===== config.mk =====
export PLATFORM = sky130hd
export DESIGN_NAME = hazard_ctrl
export DESIGN_NICKNAME = d
export VERILOG_FILES = /design/src/rtl/hazard_ctrl.sv
export SDC_FILE = /design/constraint.sdc
export NUM_CORES = 1
export LEC_CHECK = 0
export BUFFER_PORTS_ARGS = -buffer_cell sky130_fd_sc_hd__buf_2
export CAP_MARGIN = 30
export CORE_MARGIN = 1.5
export CORE_UTILIZATION = 40
export DETAILED_ROUTE_END_ITERATION = 10
export PLACE_DENSITY = 0.71
export SYNTH_ARGS = -nofsm -noshare
export SYNTH_HDL_FRONTEND = slang
export SYNTH_SLANG_ARGS = --single-unit

===== constraint.sdc =====
create_clock -name clk -period 3.5 [get_ports clk]
set_clock_uncertainty 0.1 [all_clocks]
set_input_delay 0.525 -clock clk [delete_from_list [all_inputs] [get_ports clk]]
set_output_delay 0.525 -clock clk [all_outputs]
set_load 0.005 [all_outputs]

===== src/rtl/hazard_ctrl.sv =====
`default_nettype none
// ============================================================================
// Module   : hazard_ctrl
// Brief    : Pipeline sequencer for a 5-stage RV32 core (IF/ID/EX/MEM/WB).
//            Tracks a shadow tag pipeline for EX/MEM/WB and produces the
//            per-register enables/flushes, EX operand forwarding selects,
//            load-use stalls, redirect squashes and memory-wait freezes.
//            Owns no datapath state.
// Options  : define HAZARD_CTRL_PERF_EN to build the stall/flush/freeze
//            performance counters; otherwise they read as zero.
// Revision : 1.0 - initial release
// ============================================================================
module hazard_ctrl #(
    parameter int REG_AW = 5,
    parameter int CNT_W  = 32
) (
    input  logic              clk,
    input  logic              reset,
    input  logic              id_valid,
    input  logic [REG_AW-1:0] id_rs1,
    input  logic [REG_AW-1:0] id_rs2,
    input  logic              id_use_rs1,
    input  logic              id_use_rs2,
    input  logic [REG_AW-1:0] id_rd,
    input  logic              id_regwrite,
    input  logic              id_is_load,
    input  logic              ex_redirect,
    input  logic              mem_req,
    input  logic              mem_ready,
    output logic              pc_en,
    output logic              if_id_en,
    output logic              if_id_flush,
    output logic              id_ex_en,
    output logic              id_ex_flush,
    output logic              ex_mem_en,
    output logic              mem_wb_en,
    output logic [1:0]        fwd_a,
    output logic [1:0]        fwd_b,
    output logic [CNT_W-1:0]  stall_cnt,
    output logic [CNT_W-1:0]  flush_cnt,
    output logic [CNT_W-1:0]  freeze_cnt
);

    localparam logic [1:0]        c_FWD_RF  = 2'b00;
    localparam logic [1:0]        c_FWD_MEM = 2'b01;
    localparam logic [1:0]        c_FWD_WB  = 2'b10;
    localparam logic [REG_AW-1:0] c_X0      = '0;

    // EX tag (full), MEM tag (no source regs), WB tag (no load flag needed)
    logic              ex_valid_q, ex_valid_d;
    logic [REG_AW-1:0] ex_rd_q, ex_rd_d;
    logic [REG_AW-1:0] ex_rs1_q, ex_rs1_d;
    logic [REG_AW-1:0] ex_rs2_q, ex_rs2_d;
    logic              ex_regwrite_q, ex_regwrite_d;
    logic              ex_is_load_q, ex_is_load_d;
    logic              mem_valid_q, mem_valid_d;
    logic [REG_AW-1:0] mem_rd_q, mem_rd_d;
    logic              mem_regwrite_q, mem_regwrite_d;
    logic              mem_is_load_q, mem_is_load_d;
    logic              wb_valid_q, wb_valid_d;
    logic [REG_AW-1:0] wb_rd_q, wb_rd_d;
    logic              wb_regwrite_q, wb_regwrite_d;

    logic w_freeze;
    logic w_redirect;
    logic w_load_use;
    logic w_ex_wr;
    logic w_mem_wr;
    logic w_wb_wr;

    // Event classification in priority order: freeze, redirect, load-use
    always_comb begin
        w_ex_wr    = ex_valid_q & ex_regwrite_q & (ex_rd_q != c_X0);
        w_mem_wr   = mem_valid_q & mem_regwrite_q & (mem_rd_q != c_X0);
        w_wb_wr    = wb_valid_q & wb_regwrite_q & (wb_rd_q != c_X0);
        w_freeze   = mem_req & ~mem_ready;
        w_redirect = ~w_freeze & ex_redirect;
        w_load_use = ~w_freeze & ~ex_redirect & id_valid & ex_is_load_q & w_ex_wr &
                     (((ex_rd_q == id_rs1) & id_use_rs1) |
                      ((ex_rd_q == id_rs2) & id_use_rs2));
    end

    // Register enables/flushes and forwarding selects
    always_comb begin
        pc_en       = 1'b1;
        if_id_en    = 1'b1;
        if_id_flush = 1'b0;
        id_ex_en    = 1'b1;
        id_ex_flush = 1'b0;
        ex_mem_en   = 1'b1;
        mem_wb_en   = 1'b1;
        fwd_a       = c_FWD_RF;
        fwd_b       = c_FWD_RF;
        if (reset) begin
            pc_en       = 1'b0;
            if_id_en    = 1'b0;
            id_ex_en    = 1'b0;
            ex_mem_en   = 1'b0;
            mem_wb_en   = 1'b0;
            if_id_flush = 1'b1;
            id_ex_flush = 1'b1;
        end else begin
            if (w_freeze) begin
                pc_en     = 1'b0;
                if_id_en  = 1'b0;
                id_ex_en  = 1'b0;
                ex_mem_en = 1'b0;
                mem_wb_en = 1'b0;
            end else if (w_redirect) begin
                if_id_flush = 1'b1;
                id_ex_flush = 1'b1;
            end else if (w_load_use) begin
                pc_en       = 1'b0;
                if_id_en    = 1'b0;
                id_ex_flush = 1'b1;
            end
            // A load in MEM has no data yet; it is covered by the stall, then WB
            if (w_mem_wr & ~mem_is_load_q & (mem_rd_q == ex_rs1_q)) begin
                fwd_a = c_FWD_MEM;
            end else if (w_wb_wr & (wb_rd_q == ex_rs1_q)) begin
                fwd_a = c_FWD_WB;
            end
            if (w_mem_wr & ~mem_is_load_q & (mem_rd_q == ex_rs2_q)) begin
                fwd_b = c_FWD_MEM;
            end else if (w_wb_wr & (wb_rd_q == ex_rs2_q)) begin
                fwd_b = c_FWD_WB;
            end
        end
    end

    // Tag pipeline next state: hold on freeze, squash EX on redirect/stall
    always_comb begin
        ex_valid_d     = ex_valid_q;
        ex_rd_d        = ex_rd_q;
        ex_rs1_d       = ex_rs1_q;
        ex_rs2_d       = ex_rs2_q;
        ex_regwrite_d  = ex_regwrite_q;
        ex_is_load_d   = ex_is_load_q;
        mem_valid_d    = mem_valid_q;
        mem_rd_d       = mem_rd_q;
        mem_regwrite_d = mem_regwrite_q;
        mem_is_load_d  = mem_is_load_q;
        wb_valid_d     = wb_valid_q;
        wb_rd_d        = wb_rd_q;
        wb_regwrite_d  = wb_regwrite_q;
        if (!w_freeze) begin
            wb_valid_d     = mem_valid_q;
            wb_rd_d        = mem_rd_q;
            wb_regwrite_d  = mem_regwrite_q;
            mem_valid_d    = ex_valid_q;
            mem_rd_d       = ex_rd_q;
            mem_regwrite_d = ex_regwrite_q;
            mem_is_load_d  = ex_is_load_q;
            if (w_redirect | w_load_use) begin
                // Squashed slot: all-zero tag so it can never match or forward
                ex_valid_d    = 1'b0;
                ex_rd_d       = '0;
                ex_rs1_d      = '0;
                ex_rs2_d      = '0;
                ex_regwrite_d = 1'b0;
                ex_is_load_d  = 1'b0;
            end else begin
                ex_valid_d    = id_valid;
                ex_rd_d       = id_rd;
                ex_rs1_d      = id_rs1;
                ex_rs2_d      = id_rs2;
                ex_regwrite_d = id_regwrite;
                ex_is_load_d  = id_is_load;
            end
        end
    end

    // Tag pipeline registers
    always_ff @(posedge clk) begin
        if (reset) begin
            ex_valid_q     <= 1'b0;
            ex_rd_q        <= '0;
            ex_rs1_q       <= '0;
            ex_rs2_q       <= '0;
            ex_regwrite_q  <= 1'b0;
            ex_is_load_q   <= 1'b0;
            mem_valid_q    <= 1'b0;
            mem_rd_q       <= '0;
            mem_regwrite_q <= 1'b0;
            mem_is_load_q  <= 1'b0;
            wb_valid_q     <= 1'b0;
            wb_rd_q        <= '0;
            wb_regwrite_q  <= 1'b0;
        end else begin
            ex_valid_q     <= ex_valid_d;
            ex_rd_q        <= ex_rd_d;
            ex_rs1_q       <= ex_rs1_d;
            ex_rs2_q       <= ex_rs2_d;
            ex_regwrite_q  <= ex_regwrite_d;
            ex_is_load_q   <= ex_is_load_d;
            mem_valid_q    <= mem_valid_d;
            mem_rd_q       <= mem_rd_d;
            mem_regwrite_q <= mem_regwrite_d;
            mem_is_load_q  <= mem_is_load_d;
            wb_valid_q     <= wb_valid_d;
            wb_rd_q        <= wb_rd_d;
            wb_regwrite_q  <= wb_regwrite_d;
        end
    end

`ifdef HAZARD_CTRL_PERF_EN
    logic [CNT_W-1:0] stall_cnt_q;
    logic [CNT_W-1:0] flush_cnt_q;
    logic [CNT_W-1:0] freeze_cnt_q;

    // Event counters, free-running with natural wrap
    always_ff @(posedge clk) begin
        if (reset) begin
            stall_cnt_q  <= '0;
            flush_cnt_q  <= '0;
            freeze_cnt_q <= '0;
        end else begin
            if (w_load_use) stall_cnt_q  <= stall_cnt_q + 1'b1;
            if (w_redirect) flush_cnt_q  <= flush_cnt_q + 1'b1;
            if (w_freeze)   freeze_cnt_q <= freeze_cnt_q + 1'b1;
        end
    end

    assign stall_cnt  = stall_cnt_q;
    assign flush_cnt  = flush_cnt_q;
    assign freeze_cnt = freeze_cnt_q;
`else
    assign stall_cnt  = '0;
    assign flush_cnt  = '0;
    assign freeze_cnt = '0;
`endif

endmodule
`default_nettype wire


== Word level (Yosys, flattened, before mapping) ==
Cells that the tools add are included.
W data, S select, Z words.
Word-level totals
  bits in registers: 33
Cells by class
  reduce and logical (&&, ||, !) cells: 3
  eq/ne operators: 6
  bitwise logic cells: 26
  multiplexer cells: 25
Operators with widths (number)
  $eq A5 B5 Y1: 6
  $and A1 B1 Y1: 20
  $mux W1: 16
  $mux W5: 3
  $reduce_bool A5 Y1: 3
  $mux W2: 6
  $not A1 Y1: 4
  $or A1 B1 Y1: 2

== Depth between registers and ports, before layout ==
Gate-level depths: netlist of run 1.
  depth after elaboration: 12
  mapped depth: 7
  mapped depth without buffers: 4

== Worst setup path after synthesis of run 1 ==
Ideal clock, no wire load.
  path type: register to output
  start point: reg ex_rd_q[0]
  end point: out pc_en
  cell stages (with the launch flop): 7
  required time: 2.875 ns
  data arrival time: 1.478 ns
  setup slack: 1.397 ns
  cells stage by stage: dfxtp_1 > or4_4 > nor2_2 > nor3_2 > buf_6 > a21boi_1 > buf_4
On the way
  cells in the longest elaborated chain, start to end: 8
  elaborated cells on any way between the ends: 13
  classes of those cells: eq/ne: 2; mux: 4; bitwise: 6; reduce/logical: 1
Ends and longest elaborated chain
  start: declaration: line 51  | logic [REG_AW-1:0] ex_rd_q, ex_rd_d;
  start signal: assignment: line 191  | ex_rd_q <= ex_rd_d;
  $eq A5 B5 Y1, or another cell as far along: line 79  | (((ex_rd_q == id_rs1) & id_use_rs1) |
  $and A1 B1 Y1 (on tied branches): line 79, 73, 80
  $or A1 B1 Y1 / $and A1 B1 Y1 (equally long branches): line 79, 78
  $and A1 B1 Y1 *: line 78  | w_load_use = ~w_freeze & ~ex_redirect & id_valid & ex_is_load_q & w_ex_wr &
  $mux W1 * (4 in series)
  end: declaration: line 30  | output logic pc_en,
Every way passes the cells marked *; elsewhere a longest branch is shown, timed or not.

== Worst setup path in the final report of run 1 ==
  start point: in mem_ready
  end point: out if_id_flush
On the way
  cells in the longest elaborated chain, start to end: 7
Ends and longest elaborated chain
  start: declaration: line 29  | input logic mem_ready,
  $not A1 Y1 *: line 76  | w_freeze = mem_req & ~mem_ready;
  $and A1 B1 Y1 *: line 76
  $not A1 Y1: line 77  | w_redirect = ~w_freeze & ex_redirect;
  $and A1 B1 Y1: line 77
  $mux W1: line 109  | end else if (w_redirect) begin
  $mux W1 *: line 103  | if (w_freeze) begin
  $mux W1 *: line 94  | if (reset) begin
  end: declaration: line 32  | output logic if_id_flush,
Marked as above.

==> flow_metrics.py, run 1 <==
metrics = {
    "run_status": {
        "outcome": "finished clean",
    },
    "yosys": {
        "synth_cell_type_count": 31,
        "synthesis.instances": 314,
        "yosys-top-cells-area": "buf_4 29%, dfxtp_1 26%, a221oi_2 10%",
        "ys_async_sr_fraction": 0,
        "synth_enable_flop_cells": 0,
        "ys_seq_area_frac": 0.2563,
        "yosys_warnings": 0,
        "syn_area_mm2": 0.002577,
        "yosysMostFrequentCell": "buf_4",
        "synth.top_cell.area_share": 0.2942,
        "ys_ff_latch": 33,
        "ys_top_cells_by_count": "101 x buf_4, 69 x nand2_1, 33 x dfxtp_1",
        "synth.avg_cell_area_um2": 8.209,
        "ys.flop_type": "dfxtp_1",
        "yosysTopAreaCell": "buf_4",
    },
    "critical_path": {
        "rrSetupSlack_ps": 1660,
        "cp-start-kind": "input pin",
        "endpoint_kind": "output pin",
        "crit_slowest_cell": "inv_1",
        "arrival_ps": 1980,
        "reg2reg_to": "ex_rs2_q[3]$_SDFFE_PP0N_",
        "r2r-start": "ex_rd_q[0]$_SDFFE_PP0N_",
        "worst-r2r-cell-count": 5,
        "crit_fanout": 20,
        "worstPathRequired_ps": 2870,
        "crit_path_max_incr_delay_ps": 690,
        "cp-startpoint": "mem_ready",
        "worstPathCellList": "buf_2 > nand2b_1 > buf_4 > a21oi_1 > inv_1 > buf_2",
        "setup.worst_path.class": "in2out",
        "cp_common_cell": "buf_2",
        "cp-endpoint": "if_id_flush",
    },
    "grt": {
        "grt_pass1_vias": 1590,
        "grt_first_pass_wirelength_um": 7521,
        "grt_max_degree": 35,
        "grt.overflow.total": 0,
        "grt_antenna_before_repair": 0,
        "grt.total_usage": 0.1339,
    },
    "power": {
        "p_leak_nw": 1.167,
        "ir_drop_mv": 0.1802,
        "fin_total_pwr_w": 0.0008721,
        "p_per_area_mw_per_mm2": 347.0,
    },
    "floorplanning": {
        "core_mm2": 0.006277,
        "row_count": 29,
        "die_area_mm2": 0.006934,
        "num_io_pins": 132,
        "die_w_um": 83.27,
        "start_util": 0.4106,
        "die_y_um": 83.27,
    },
    "clock_tree": {
        "cts.sinks": 33,
        "clock-root-buffer": "clkbuf_8",
        "numCtsBuffers": 5,
        "ctsResizeCount": 0,
        "cts_tree": "built",
        "holdBufCountCts": 0,
        "clk_latency_ps": 290,
        "h-tree-depth": 2,
        "clock_path_buffers": 2,
        "post_cts_buffers": 0,
        "clk_pin_slew_worst_paths_ps": 70,
    },
    "cells_and_area": {
        "fill_cells": 646,
        "multiInputGateArea_mm2": 0.001439,
        "fin_area_mm2": 0.002514,
        "fin_nets": 366,
        "synthToLayoutAreaGrowth_pct": -2.476,
        "num_antenna_cells": 0,
        "drive_gt1_frac": 0.2076,
        "seqCellArea_um2": 660.6,
    },
    "worst_hold_path": {
        "hold_path_class": "reg2reg",
    },
    "timing": {
        "finalHoldViolCount": 0,
        "finalMaxSlewViolations": 0,
        "tightest_slew_ps": 925.7,
        "max_freq_ghz": 0.3845,
        "slew_headroom": 0.3822,
        "fin_crit_sh": 0.7431,
        "setup_violations": 0,
        "min_period_ps": 2601,
        "setup_tns_ps": 0,
        "rsz0062_at_grt": "false",
    },
    "detailed_routing": {
        "route.detailed.drc": 0,
        "vias": 1816,
        "wl_per_cell_um": 11.24,
        "ant_nets": 0,
        "firstDrtPassIters": 4,
        "routed_wirelength_um": 4710,
        "drt_iter0_markers": 69,
        "post_drt_via_cell_ratio": 4.334,
    },
    "place": {
        "gp_congestion": 0.8492,
        "placed_area_mm2": 0.002412,
        "portBuffers": 35,
        "dp.final_hpwl_um": 3569,
    },
    "job": {
        "maxCapViolCount": 0,
    },
}
-- sequential cells by signal (all words and copies together) (netlist names) --
name and count:
wb_regwrite_q 1, ex_valid_q 1, ex_regwrite_q 1, ex_is_load_q 1, ex_rs2_q 5, wb_valid_q 1
mem_regwrite_q 1, wb_rd_q 5, ex_rd_q 5, mem_is_load_q 1, ex_rs1_q 5, mem_rd_q 5
mem_valid_q 1
-- through the flow --
step | hold slack, ps | setup slack [ps] | instances | utilization
final | 351.4 | 899.1 | 419 | 0.4004
after global routing | 366.1 | 804.0 | 419 | 0.4004
after CTS | 355.2 | 869.2 | 419 | 0.4004
after detailed placement | 344.9 | 885.8 | 411 | 0.3843
after global placement | 339.0 | 908.5 | 411 | 0.3843
after floorplan | 331.1 | 1397 | 409 | -
-- how the worst min path moves through the flow --
stage / startpoint / endpoint / slack [ps] / cells after the start
3_3_place_gp: wb_regwrite_q$_SDFFE_PP0N_ / wb_regwrite_q$_SDFFE_PP0N_ / 340 / 2
3_5_place_dp: wb_regwrite_q$_SDFFE_PP0N_ / wb_regwrite_q$_SDFFE_PP0N_ / 340 / 2
2_1_floorplan: mem_is_load_q$_SDFFE_PP0N_ / mem_is_load_q$_SDFFE_PP0N_ / 330 / 2
4_1_cts: wb_regwrite_q$_SDFFE_PP0N_ / wb_regwrite_q$_SDFFE_PP0N_ / 360 / 2
5_1_grt: wb_regwrite_q$_SDFFE_PP0N_ / wb_regwrite_q$_SDFFE_PP0N_ / 370 / 2
6_report: wb_regwrite_q$_SDFFE_PP0N_ / wb_regwrite_q$_SDFFE_PP0N_ / 350 / 2
-- per-layer routing --
metal	vias to the layer above	GRT usage	wire length, um
met3	8	0.03082	283
met2	79	0.2299	2303
met1	841	0.1628	2045
li1	888	-	-
met5	-	0	0
met4	0	0.05000	76
-- kinds of logic (layout without fill, tap and decap cells) --
family | after synthesis | count (layout) | share of synthesized area
buf+inv | 116 | 49 | 0.3296
other cells | 1 | 96 | 0.001455
flops | 33 | 33 | 0.2563
compound gates | 39 | 39 | 0.1481
xor+xnor | 30 | 30 | 0.1019
simple gates | 95 | 95 | 0.1626
-- cell usage in the layout, fill, tap and decap left out, drive strengths merged --
| cell type | netlist | routed |
|---|---|---|
| nand4b | 1 | 1 |
| nand2 | 69 | 69 |
| nor3b | 1 | 1 |
| o21ai | 1 | 1 |
| xor2 | 12 | 12 |
| conb | 1 | 96 |
| nor3 | 7 | 7 |
| and4 | 1 | 1 |
| o22ai | 1 | 1 |
| clkinv | 0 | 1 |
| nand3 | 2 | 2 |
| a21oi | 17 | 17 |
| clkbuf | 7 | 7 |
| buf | 106 | 40 |
| nand2b | 1 | 1 |
| nand3b | 1 | 1 |
| inv | 1 | 1 |
| nor2b | 2 | 2 |
| dfxtp | 33 | 33 |
| nand4 | 3 | 3 |
| or4 | 2 | 2 |
| a21o | 1 | 1 |
| a221oi | 18 | 18 |
| xnor2 | 18 | 18 |
| a21boi | 1 | 1 |
| nor2 | 5 | 5 |
-- area by class of cell --
type	count	share of cell area
Multi-Input combinational cell	260	0.5724
Clock buffer	7	0.03833
Tap cell	77	0.03833
Inverter	1	0.001493
Sequential cell	33	0.2628
Clock inverter	1	0.001991
Timing Repair Buffer	40	0.08462
-- critical path: cells and delay by family --
kind | cells | cell delay (ps)
AO/OA/AOI/OAI | 1 | 90
buffers and inverters | 4 | 1240
AND/OR/NAND/NOR | 1 | 110
-- power by group --
group	switching [W]	internal, W	leakage, nW	total, W
sequential	0.0000198	0.000391	0.269	0.000410
clock	0.000139	0.000178	0.0542	0.000317
combinational	0.0000898	0.0000554	0.844	0.000145
(Power assumes the default switching activity.)
==> inputs of run 2 (changes only) <==
==> constraint.sdc (replaced) <==
create_clock -name clk -period 2.7 [get_ports clk]
set_clock_uncertainty 0.1 [all_clocks]
set_input_delay 0.405 -clock clk [delete_from_list [all_inputs] [get_ports clk]]
set_output_delay 0.405 -clock clk [all_outputs]
set_load 0.005 [all_outputs]
==> run 2 against run 1 <==
  * Clock power up 10%
  * Core utilization down 0.34 points
  * Critical path depth down 1
  * Final cell count unchanged
  * Highest routed layer unchanged
==> flow_metrics.py, run 2 (synthesized netlist as in run 1, its figures left out) <==
metrics = {
    "critical_path": {
        "r2r-start": "ex_rd_q[4]$_SDFFE_PP0N_",
        "crit_fanout": 9,
        "cp-startpoint": "ex_rd_q[4]$_SDFFE_PP0N_",
        "arrival_ps": 1850,
        "cp-start-kind": "flip-flop",
        "setup.worst_path.class": "reg2out",
        "endpoint_kind": "output pin",
        "worstPathRequired_ps": 2190,
        "rrSetupSlack_ps": 760,
        "reg2reg_to": "ex_rs1_q[2]$_SDFFE_PP0N_",
        "worst-r2r-cell-count": 5,
        "cp-endpoint": "pc_en",
    },
    "floorplanning": {
        "die_y_um": 83.27,
        "start_util": 0.4106,
        "die_w_um": 83.27,
        "core_mm2": 0.006277,
        "row_count": 29,
        "num_io_pins": 132,
        "die_area_mm2": 0.006934,
    },
    "timing": {
        "setup_violations": 0,
        "rsz0062_at_grt": "false",
        "finalWorstSetupSlack_ps": 344.9,
        "finalHoldViolCount": 0,
        "tightest_slew_ps": 528.2,
        "slew_headroom": 0.6478,
        "fin_crit_sh": 0.8723,
        "setup_tns_ps": 0,
        "finalMaxSlewViolations": 0,
        "min_period_ps": 2355,
        "max_freq_ghz": 0.4246,
    },
    "cells_and_area": {
        "drive_gt1_frac": 0.1988,
        "fill_cells": 654,
        "layoutNonFillerInstCount": 419,
        "layout_common_cells": "96 x conb_1, 69 x nand2_1, 35 x buf_2, 33 x dfxtp_1",
        "num_antenna_cells": 0,
        "fin_nets": 366,
        "final_common_cell": "conb_1",
        "fin_area_mm2": 0.002492,
        "synthToLayoutAreaGrowth_pct": -3.301,
    },
    "clock_tree": {
        "cts.sinks": 33,
        "clock_path_buffers": 2,
        "holdBufCountCts": 0,
        "h-tree-depth": 2,
        "numCtsBuffers": 5,
        "clk_latency_ps": 290,
        "clock-root-buffer": "clkbuf_8",
        "cts_tree": "built",
        "post_cts_buffers": 0,
        "clk_pin_slew_worst_paths_ps": 60,
        "ctsResizeCount": 0,
    },
    "grt": {
        "gr-max-usage-layer": "met2",
        "grt_antenna_before_repair": 0,
        "grt_pass1_vias": 1595,
        "grt.total_usage": 0.1389,
        "grt_first_pass_wirelength_um": 7741,
        "grt_max_degree": 34,
        "use_met3": 0.03280,
        "global_route.usage.met1": 0.1772,
        "grt.overflow.total": 0,
        "met2_usage": 0.2284,
    },
    "detailed_routing": {
        "drt_iter0_markers": 74,
        "ant_nets": 0,
        "vias": 1804,
        "post_drt_via_cell_ratio": 4.305,
        "route.detailed.drc": 0,
        "firstDrtPassIters": 4,
        "routed_wirelength_um": 4708,
        "wl_per_cell_um": 11.24,
    },
    "place": {
        "placed_area_mm2": 0.002412,
        "gp_congestion": 0.8835,
        "placedCellCount": 411,
        "dp.final_hpwl_um": 3591,
        "portBuffers": 35,
        "pre_cts_ws_ps": 577.1,
    },
    "power": {
        "ir_drop_mv": 0.3003,
        "p_per_area_mw_per_mm2": 428.9,
        "p_leak_nw": 1.153,
    },
    "worst_hold_path": {
        "hold_path_class": "in2reg",
    },
    "run_status": {
        "outcome": "finished clean",
    },
    "job": {
        "maxCapViolCount": 0,
    },
}
==> run 2: changes by cell type in the layout (fill, tap and decap cells not counted) <==
cell,change
clkbuf_1,+3
clkbuf_8,-2
clkinv_2,-1
==> run 2: power by group <==
part	total [W]	internal, W	leakage, nW	switching, W
Sequential	0.000533	0.000507	0.269	0.0000263
Combinational	0.000187	0.0000714	0.844	0.000115
Clock	0.000349	0.000183	0.0395	0.000167
Total	0.00107	0.000761	1.15	0.000308
==> run 2: worst max-delay path: stages (launching register included) <==
cell and delay, ps:
dfxtp_1 470, xnor2_1 170, nand4_1 170, o22ai_2 450, a21boi_1 150, buf_2 150
==> run 2: per-stage QoR <==
| step | hold slack (ps) | power (W) | utilization |
|---|---|---|---|
| after floorplan | 331.1 | 0.0007805 | - |
| after detailed placement | 350.2 | 0.0007288 | 0.3843 |
| after CTS | 270.9 | 0.001075 | 0.3971 |
| final | 277.8 | 0.001069 | 0.3971 |
| after global routing | 273.9 | 0.001133 | 0.3971 |
| after global placement | 340.2 | 0.0007250 | 0.3843 |
==> run 2: cell type report <==
type                    count  area (um^2)  area share
repair buffers             40        212.7     0.08534
clock buffers               8        80.08     0.03213
multi-input cells         260         1439      0.5773
well taps                  77        96.34     0.03865
flip-flops and latches     33        660.6      0.2651
inverters                   1        3.754    0.001506
==> run 2: routing by layer <==
metal	vias up	share of wire	wire length (um)
met2	74	0.49	2288
met5	-	0	0
li1	888	-	-
met3	6	0.056	265
met4	0	0.012	58
met1	836	0.44	2095
==> run 2: how the worst min path moves through the flow <==
stage	start	end	slack [ps]	cells after the start
2_1_floorplan	mem_is_load_q$_SDFFE_PP0N_	mem_is_load_q$_SDFFE_PP0N_	330	2
3_3_place_gp	wb_valid_q$_SDFFE_PP0N_	wb_valid_q$_SDFFE_PP0N_	340	2
3_5_place_dp	wb_valid_q$_SDFFE_PP0N_	wb_valid_q$_SDFFE_PP0N_	350	2
4_1_cts	id_rd[1]	ex_rd_q[1]$_SDFFE_PP0N_	270	3
5_1_grt	id_rd[4]	ex_rd_q[4]$_SDFFE_PP0N_	270	3
6_report	id_rd[4]	ex_rd_q[4]$_SDFFE_PP0N_	280	3
==> inputs of run 3 (changes only) <==
--- a/config.mk
+++ b/config.mk
@@ -7,8 +7,9 @@
 export LEC_CHECK = 0
 export BUFFER_PORTS_ARGS = -buffer_cell sky130_fd_sc_hd__buf_2
 export CAP_MARGIN = 30
-export CORE_MARGIN = 1.5
+export CORE_MARGIN = 2
 export CORE_UTILIZATION = 40
+export CTS_CLUSTER_DIAMETER = 50
 export DETAILED_ROUTE_END_ITERATION = 10
 export PLACE_DENSITY = 0.71
 export SYNTH_ARGS = -nofsm -noshare
==> constraint.sdc (replaced) <==
create_clock -name clk -period 2.8 [get_ports clk]
set_clock_uncertainty 0.1 [all_clocks]
set_input_delay 0.42 -clock clk [delete_from_list [all_inputs] [get_ports clk]]
set_output_delay 0.42 -clock clk [all_outputs]
set_load 0.005 [all_outputs]
==> run 3 against run 2 <==
  * Final cell count unchanged
  * Wire length grew 1.9%
  * Sequential cell count unchanged
  * Global-route usage shrank 0.37 points
  * Critical path depth is 1 higher
  * Largest cell class unchanged
==> flow_metrics.py, run 3 (synthesized netlist as in run 1, its figures left out) <==
metrics = {
    "run_status": {
        "outcome": "finished clean",
    },
    "critical_path": {
        "crit_fanout": 16,
        "reg2reg_to": "ex_rs1_q[4]$_SDFFE_PP0N_",
        "worstPathRequired_ps": 2280,
        "crit_path_max_incr_delay_ps": 560,
        "worstPathCellList": "or4_4 > nor2_2 > nor3_4 > buf_16 > a21boi_1 > buf_2",
        "worst-r2r-cell-count": 5,
        "setup.worst_path.class": "reg2out",
        "r2r-start": "ex_rd_q[4]$_SDFFE_PP0N_",
        "rrSetupSlack_ps": 970,
        "cp_top_family": "simple AND/OR/NAND/NOR gates",
        "crit_slowest_cell": "or4_4",
        "cp-start-kind": "flip-flop",
        "path_buf_inv": 2,
        "endpoint_kind": "output pin",
        "arrival_ps": 1940,
    },
    "clock_tree": {
        "clock_path_buffers": 2,
        "h-tree-depth": 2,
        "cts_tree": "built",
        "numCtsBuffers": 5,
        "holdBufCountCts": 0,
        "ctsResizeCount": 0,
        "clk_pin_slew_worst_paths_ps": 60,
        "clock-root-buffer": "clkbuf_8",
        "clk_latency_ps": 280,
        "post_cts_buffers": 0,
        "cts.sinks": 33,
    },
    "floorplanning": {
        "row_count": 29,
        "die_area_mm2": 0.007101,
        "die_y_um": 84.27,
        "die_w_um": 84.27,
        "core_mm2": 0.006277,
        "num_io_pins": 132,
        "start_util": 0.4106,
    },
    "timing": {
        "rsz0062_at_grt": "false",
        "fin_hold_ws_ps": 290.6,
        "fin_crit_sh": 0.8789,
        "setup_tns_ps": 0,
        "finalHoldViolCount": 0,
        "setup_violations": 0,
        "finalMaxSlewViolations": 0,
        "max_freq_ghz": 0.4064,
        "min_period_ps": 2461,
    },
    "cells_and_area": {
        "synthToLayoutAreaGrowth_pct": -2.427,
        "fill_cells": 651,
        "fin_nets": 366,
        "num_antenna_cells": 0,
        "final_common_cell": "conb_1",
        "layout_common_cells": "96 x conb_1, 69 x nand2_1, 35 x buf_2, 33 x dfxtp_1",
        "drive_gt1_frac": 0.2047,
    },
    "detailed_routing": {
        "routed_wirelength_um": 4797,
        "firstDrtPassIters": 4,
        "ant_nets": 0,
        "drt_iter0_markers": 46,
        "route.detailed.drc": 0,
        "wl_per_cell_um": 11.45,
        "post_drt_via_cell_ratio": 4.272,
        "vias": 1790,
    },
    "grt": {
        "grt_pass1_vias": 1618,
        "grt_first_pass_wirelength_um": 7679,
        "grt.overflow.total": 0,
        "grt.total_usage": 0.1352,
        "grt_antenna_before_repair": 0,
        "grt_max_degree": 34,
    },
    "place": {
        "dp.final_hpwl_um": 3663,
        "portBuffers": 35,
        "gp_congestion": 0.8127,
    },
    "power": {
        "p_switching_w": 0.0003059,
        "p_per_area_mw_per_mm2": 411.5,
        "pwr-share-comb": 0.176,
        "switching_share": 0.2955,
        "fin_total_pwr_w": 0.001035,
        "p_leak_nw": 1.164,
        "ir_drop_mv": 0.2753,
        "clkPwrFrac": 0.329,
        "internal_power_w": 0.0007291,
        "seqPwrFrac": 0.495,
    },
    "worst_hold_path": {
        "holdPathEnd": "ex_rd_q[1]$_SDFFE_PP0N_",
        "holdPathStages": 3,
        "min_from": "id_rd[1]",
        "hold_path_class": "in2reg",
    },
    "job": {
        "maxCapViolCount": 0,
    },
}
-- run 3: cell types whose count changed in the layout (fill, tap and decap cells not counted), sizes merged --
| cell | previous run | this run |
|---|---|---|
| clkbuf | 8 | 6 |
| clkinv | 0 | 2 |
-- run 3: how the worst max path moves through the flow --
stage	start	endpoint	slack [ps]	cells after the start
floorplan	ex_rd_q[0]$_SDFFE_PP0N_	pc_en	800	6
global placement	ex_redirect	pc_en	310	5
detailed placement	ex_rd_q[0]$_SDFFE_PP0N_	pc_en	640	6
CTS	ex_rd_q[0]$_SDFFE_PP0N_	pc_en	330	6
global route	ex_rd_q[0]$_SDFFE_PP0N_	if_id_en	260	6
finish	ex_rd_q[0]$_SDFFE_PP0N_	pc_en	340	6
-- run 3: cell type report --
class,count,area [um^2],share of cell area
timing repair buffer,40,232.7,0.09254
inverter,1,3.754,0.001493
sequential,33,660.6,0.2627
clock inverter,2,10.01,0.003980
multi-input combinational,260,1439,0.5721
clock buffer,6,72.57,0.02886
tap,77,96.34,0.03831
-- run 3: metal layers --
layer | vias up | wire length [um] | track usage
met5 | - | 0 | 0
met4 | 0 | 44 | 0.04692
met3 | 4 | 342 | 0.03540
met2 | 93 | 2424 | 0.2323
met1 | 800 | 1985 | 0.1632
li1 | 893 | - | -
-- run 3: power by group through the flow --
stage | sequential (W) | combinational [W] | clock (W)
CTS | 0.000512 | 0.000181 | 0.000348
global placement | 0.000522 | 0.000177 | 0
floorplan | 0.000516 | 0.000237 | 0
detailed placement | 0.000523 | 0.000181 | 0
finish | 0.000512 | 0.000182 | 0.000340
global route | 0.000515 | 0.000206 | 0.000368
-- run 3: worst register-to-register path, cell delays in order, from the launching register on --
cell and delay [ps]:
dfxtp_1 430, xnor2_1 170, nand4_1 130, o22ai_2 390, buf_4 360, a221oi_2 120
-- run 3: through the flow --
| stage | area (um^2) | util | worst slack, ps | instances |
|---|---|---|---|---|
| floorplan | 2934 | - | 802.5 | 409 |
| global placement | 2405 | 0.3831 | 308.4 | 410 |
| detailed placement | 2432 | 0.3875 | 644.4 | 411 |
| CTS | 2515 | 0.4006 | 330.0 | 419 |
| global route | 2515 | 0.4006 | 261.6 | 419 |
| finish | 2515 | 0.4006 | 339.2 | 419 |
